--- config.mk ---
export PLATFORM = sky130hd
export DESIGN_NAME = sn_encoder
export DESIGN_NICKNAME = d
export VERILOG_FILES = /design/src/rtl/sn_encoder.sv
export SDC_FILE = /design/constraint.sdc
export NUM_CORES = 1
export LEC_CHECK = 0
export BUFFER_PORTS_ARGS = -buffer_cell sky130_fd_sc_hd__buf_4
export CELL_PAD_IN_SITES_DETAIL_PLACEMENT = 0
export CELL_PAD_IN_SITES_GLOBAL_PLACEMENT = 1
export CORE_UTILIZATION = 46
export CTS_BUF_LIST = sky130_fd_sc_hd__clkbuf_2
export CTS_CLUSTER_DIAMETER = 100
export DETAILED_ROUTE_END_ITERATION = 8
export PLACE_DENSITY_LB_ADDON = 0.25
export SYNTH_ARGS = -nofsm -noshare
export SYNTH_HDL_FRONTEND = slang
export SYNTH_SLANG_ARGS = --single-unit
export TNS_END_PERCENT = 10
--- constraint.sdc ---
create_clock -name i_clk_sng -period 3.2 [get_ports i_clk_sng]
set_input_delay 0.48 -clock i_clk_sng [delete_from_list [all_inputs] [get_ports i_clk_sng]]
set_output_delay 0.48 -clock i_clk_sng [all_outputs]
set_load 0.01 [all_outputs]
--- src/rtl/sn_encoder.sv ---
// rtl/sn_encoder.sv - bipolar stochastic bitstream encoder; optional feature macro SNG_RESEED_EN
module sn_encoder #(
    parameter int         LANES     = 4,
    parameter int         WIDTH     = 4,
    parameter logic [7:0] LFSR_SEED = 8'h5A
) (
    input  logic                 i_clk_sng,
    input  logic                 i_rst_sng,
    input  logic                 i_start_sng,
    input  logic [WIDTH-1:0]     i_x_sng [LANES],
    input  logic [7:0]           i_len_sng,
    input  logic                 i_hold_sng,
    output logic                 o_valid_sng,
    output logic [LANES-1:0]     o_sn_bit_sng,
    output logic                 o_busy_sng,
    output logic                 o_done_sng
);

    typedef enum logic [1:0] {
        ST_IDLE,
        ST_RUN,
        ST_DONE
    } state_t;

    // An all-zero seed would lock the LFSR, so it is replaced by 1.
    localparam logic [7:0]       SEED_EFF = (LFSR_SEED == 8'h00) ? 8'h01 : LFSR_SEED;
    // Flipping the sign bit turns two's complement into offset binary.
    localparam logic [WIDTH-1:0] SIGN_BIT = {1'b1, {(WIDTH-1){1'b0}}};

    state_t                        state_q, state_d;
    logic [7:0]                    cnt_q, cnt_d;
    logic [7:0]                    len_q, len_d;
    logic [LANES-1:0][WIDTH-1:0]   u_q, u_d;
    logic [7:0]                    lfsr_q, lfsr_d;
    logic                          valid_d;
    logic [LANES-1:0]              bit_d;
    logic                          busy_d;
    logic                          done_d;

    logic                          emit;
    logic [LANES-1:0][WIDTH-1:0]   src_u;
    logic [7:0]                    src_lfsr;

    function automatic logic [7:0] lfsr_next(input logic [7:0] r);
        return {r[6:0], r[7] ^ r[5] ^ r[4] ^ r[3]};
    endfunction

    function automatic logic [WIDTH-1:0] lane_window(input logic [7:0] r, input int k);
        logic [7:0] s;
        s = r >> k;
        return s[WIDTH-1:0];
    endfunction

    // State, latched operands, LFSR and registered outputs; reset clears outputs immediately.
    always_ff @(posedge i_clk_sng or negedge i_rst_sng) begin
        if (!i_rst_sng) begin
            state_q      <= ST_IDLE;
            cnt_q        <= 8'd0;
            len_q        <= 8'd0;
            u_q          <= '0;
            lfsr_q       <= SEED_EFF;
            o_valid_sng  <= 1'b0;
            o_sn_bit_sng <= '0;
            o_busy_sng   <= 1'b0;
            o_done_sng   <= 1'b0;
        end else begin
            state_q      <= state_d;
            cnt_q        <= cnt_d;
            len_q        <= len_d;
            u_q          <= u_d;
            lfsr_q       <= lfsr_d;
            o_valid_sng  <= valid_d;
            o_sn_bit_sng <= bit_d;
            o_busy_sng   <= busy_d;
            o_done_sng   <= done_d;
        end
    end

    // Next state and next outputs; the first bit is produced on the accepting edge
    // straight from the sampled inputs so it appears in the cycle after accept.
    always_comb begin
        state_d  = state_q;
        cnt_d    = cnt_q;
        len_d    = len_q;
        u_d      = u_q;
        lfsr_d   = lfsr_q;
        valid_d  = 1'b0;
        bit_d    = o_sn_bit_sng;
        done_d   = 1'b0;
        emit     = 1'b0;
        src_u    = u_q;
        src_lfsr = lfsr_q;

        case (state_q)
            ST_IDLE: begin
                if (i_start_sng) begin
                    len_d = i_len_sng;
                    cnt_d = 8'd0;
                    for (int k = 0; k < LANES; k++) begin
                        u_d[k] = i_x_sng[k] ^ SIGN_BIT;
                    end
`ifdef SNG_RESEED_EN
                    src_lfsr = SEED_EFF;
                    lfsr_d   = SEED_EFF;
`else
                    src_lfsr = lfsr_q;
`endif
                    if (i_len_sng == 8'd0) begin
                        state_d = ST_DONE;
                        done_d  = 1'b1;
                    end else begin
                        state_d = ST_RUN;
                        emit    = 1'b1;
                        src_u   = u_d;
                    end
                end
            end
            ST_RUN: begin
                if (!i_hold_sng) begin
                    if (cnt_q == len_q) begin
                        state_d = ST_DONE;
                        done_d  = 1'b1;
                    end else begin
                        emit = 1'b1;
                    end
                end
            end
            ST_DONE: begin
                state_d = ST_IDLE;
            end
            default: begin
                state_d = ST_IDLE;
            end
        endcase

        if (emit) begin
            valid_d = 1'b1;
            for (int k = 0; k < LANES; k++) begin
                bit_d[k] = (src_u[k] > lane_window(src_lfsr, k));
            end
            lfsr_d = lfsr_next(src_lfsr);
            cnt_d  = cnt_d + 8'd1;
        end

        busy_d = (state_d != ST_IDLE);
    end

endmodule

==> results.py <==
metrics = {
    "status": {
        "outcome": "completed",
    },
    "synthesis": {
        "syn-num-nets": 317,
        "synth-async-reset-ratio_pct": 100.0,
        "synthesis.area_um2": 2634,
        "ys_types": 36,
        "postSynthCellCount": 272,
        "synth_flop_cell": "dfrtp_1",
        "ys_seq_elements": 49,
        "yosys_warnings": 0,
        "avgSynthCellArea_um2": 9.683,
        "synth_edf_count": 0,
        "synth_seq_area_share_pct": 46.75,
    },
    "sta": {
        "finClkSkew_ns": 0.008843,
        "final-setup-viol-count": 0,
        "hold_viol": 0,
        "setup_ws_ns": 0.7676,
        "hold_slack_ns": 0.01302,
        "fin_crit_sh_pct": 76.01,
        "min_period_ns": 2.432,
        "rsz0062_at_grt": "no",
        "setup_tns_ns": 0,
        "max-slew-margin-rel_pct": 58.14,
        "worstMarginPinSlew_ns": 0.6278,
        "max_freq_mhz": 411.1,
        "slew_viol_final": 0,
    },
    "clocking": {
        "cts_tree": "done",
        "htree_num_levels": 2,
        "clkSinkCount": 49,
        "cts_hold_buffers": 0,
        "cts_buffers": 5,
        "clock_tree.root_cell": "clkbuf_2",
        "postCtsSetupBuffers": 0,
        "post_cts_resize_count": 0,
        "clk_latency_ns": 0.43,
        "cts_buffer_depth": 2,
        "path_clk_slew_ns": 0.24,
    },
    "hold_path": {
        "hold_class": "input pin to asynchronous set/reset pin",
    },
    "critical_path": {
        "worstPathMaxFanout": 22,
        "reg2reg_slack_ns": 0.77,
        "crit_chain": "nor2_1 > and2_0 > nand2_1 > buf_4 > mux2_2 > ha_1 > nor2b_1 > o21ai_0 > a21oi_1 > mux2_2",
        "worstSetupPathType": "register to register",
        "path_common_cell": "mux2_2",
        "crit_family": "multiplexers",
        "crit_buf_inv": 1,
        "cp_slowest_stage_delay_ns": 0.43,
        "end_kind": "register",
        "worstPathArrival_ns": 2.78,
        "critPathSlowestCell": "dfrtp_1",
        "startpoint_type": "register",
        "required_ns": 3.55,
    },
    "routing": {
        "dr_total_vias": 1941,
        "wirelength_mm": 5.533,
        "drcViolationCount": 0,
        "vias_per_cell": 5.121,
        "antenna_left": 0,
        "first_pass_iters": 4,
        "first_iter_violations": 114,
        "wl_per_cell_um": 14.60,
    },
    "job": {
        "max-cap-violations": 0,
    },
    "die": {
        "initial_core_util_pct": 47.83,
        "dieArea_um2": 6032,
        "die-height_um": 77.67,
        "core-area_um2": 5507,
        "ioPinCount": 35,
        "die_w_um": 77.67,
        "rows": 27,
    },
    "placed_design": {
        "preCtsSetupSlack_ns": 0.4170,
        "dp.cells": 371,
        "numPortBuffers": 34,
        "place_congestion": 0.7500,
        "dp_hpwl_mm": 4.084,
    },
    "cells_and_area": {
        "num_antenna_cells": 0,
        "seqCellArea_um2": 1231,
        "area_growth_pct": 12.97,
        "drive_above_1_share_pct": 21.82,
        "final_cells": 379,
        "multi_input_area_um2": 1295,
        "nNetsFinal": 351,
        "nFillCells": 532,
    },
    "grt": {
        "grt_pass1_vias": 2005,
        "grt_max_degree": 50,
        "grt_overflow": 0,
        "grtUsageTotal_pct": 20.78,
        "grt_pass1_wl_mm": 9.680,
        "antenna_found_initial": 0,
    },
    "power_and_ir_drop": {
        "ir_drop_mv": 0.4229,
        "p_leak_nw": 1.497,
        "power.density_nw_per_um2": 942.5,
        "finalPower_mw": 2.804,
    },
}
==> worst paths after layout <==
| path | from | to | cells after the start |
|---|---|---|---|
| max | state_q[0] | o_sn_bit_sng[2] | 10 |
| min | i_rst_sng | len_q[6] | 1 |
| max reg2reg | state_q[0] | o_sn_bit_sng[2] | 10 |
| min reg2reg | state_q[1] | o_busy_sng | 1 |
| max in group asynchronous | i_rst_sng | o_sn_bit_sng[3] | 1 |
| min in group i_clk_sng | i_x_sng[15] | u_q[3] | 2 |
==> power breakdown <==
| part | internal (mW) | leakage [nW] | switching (mW) |
|---|---|---|---|
| Combinational | 0.710 | 0.862 | 0.747 |
| Clock | 0.0642 | 0.0332 | 0.201 |
| Sequential | 0.909 | 0.603 | 0.173 |
| Total | 1.68 | 1.50 | 1.12 |
==> flip-flops by register name, summed over array words and instances (netlist names) <==
register and flops:
o_busy_sng 1, state_q 2, u_q 16, o_valid_sng 1
cnt_q 8, o_done_sng 1, lfsr_q 8, len_q 8
o_sn_bit_sng 4
==> metal layers <==
| layer | up-vias | track usage [%] | part of all wire, % |
|---|---|---|---|
| met5 | - | 0 | 0 |
| met4 | 0 | 5.660 | 1.1 |
| met3 | 5 | 4.353 | 2.9 |
| met2 | 29 | 34.96 | 49 |
| met1 | 924 | 27.05 | 46 |
| li1 | 983 | - | - |
==> layout make-up <==
| cell class | instances | area share (%) |
|---|---|---|
| inverter | 9 | 1.135 |
| multi-input combinational | 203 | 43.52 |
| tap | 72 | 3.028 |
| sequential | 49 | 41.38 |
| timing repair buffer | 38 | 9.588 |
| clock buffer | 8 | 1.346 |
==> Yosys cell counts (all sizes together) (2+ instances only) <==
cell / n / area (um^2)
inv: 9 / 33.78
and2: 4 / 25.03
nor2: 10 / 40.04
nand4: 6 / 37.54
nand3: 4 / 20.02
mux2: 16 / 187.7
and3: 2 / 12.51
a21oi: 5 / 25.02
clkbuf: 7 / 26.28
ha: 17 / 212.7
o21ai: 21 / 105.1
mux2i: 12 / 120.1
nor4: 2 / 12.51
xnor2: 10 / 87.58
nand2: 78 / 292.8
buf: 4 / 47.54
nor2b: 4 / 25.02
dfstp: 4 / 105.1
dfrtp: 45 / 1126
==> kinds of logic (layout without fill, tap and decap cells) <==
| group | count (synthesis) | in the layout | synth area share, % |
|---|---|---|---|
| and+or+nand+nor | 116 | 116 | 19.34 |
| AOI/OAI and AO/OA | 31 | 31 | 6.414 |
| adders and majority gates | 17 | 17 | 8.076 |
| xor gates and xnor gates | 11 | 11 | 3.658 |
| muxes | 28 | 28 | 11.69 |
| DFF | 49 | 49 | 46.75 |
| buffers and inverters | 20 | 55 | 4.085 |
==> worst reg2reg max path, cell delays in order, from the launching register on <==
cell	delay, ns
dfrtp_1	0.43
nor2_1	0.07
and2_0	0.19
nand2_1	0.08
buf_4	0.27
mux2_2	0.38
ha_1	0.28
nor2b_1	0.13
o21ai_0	0.17
a21oi_1	0.09
mux2_2	0.26
==> cells in the final DEF, fill, tap and decap left out, types with 4 or more instances in the layout <==
| cell | netlist | final |
|---|---|---|
| o21ai_0 | 21 | 21 |
| ha_1 | 17 | 17 |
| dfstp_2 | 4 | 4 |
| inv_1 | 9 | 9 |
| buf_4 | 0 | 38 |
| nor2b_1 | 4 | 4 |
| a21oi_1 | 5 | 5 |
| clkbuf_2 | 0 | 8 |
| xnor2_1 | 10 | 10 |
| nand4_1 | 6 | 6 |
| nand3_1 | 4 | 4 |
| mux2_2 | 14 | 14 |
| mux2i_1 | 12 | 12 |
| nor2_1 | 9 | 9 |
| nand2_1 | 78 | 78 |
| dfrtp_1 | 45 | 45 |
==> stage by stage <==
step | cell area (um^2) | utilization (%)
finish | 2975 | 54.03
global route | 2975 | 54.03
detailed placement | 2935 | 53.31
floorplan | 2634 | -
CTS | 2975 | 54.03
global placement | 2935 | 53.31
Note: power is estimated with default switching activity, not from simulation.
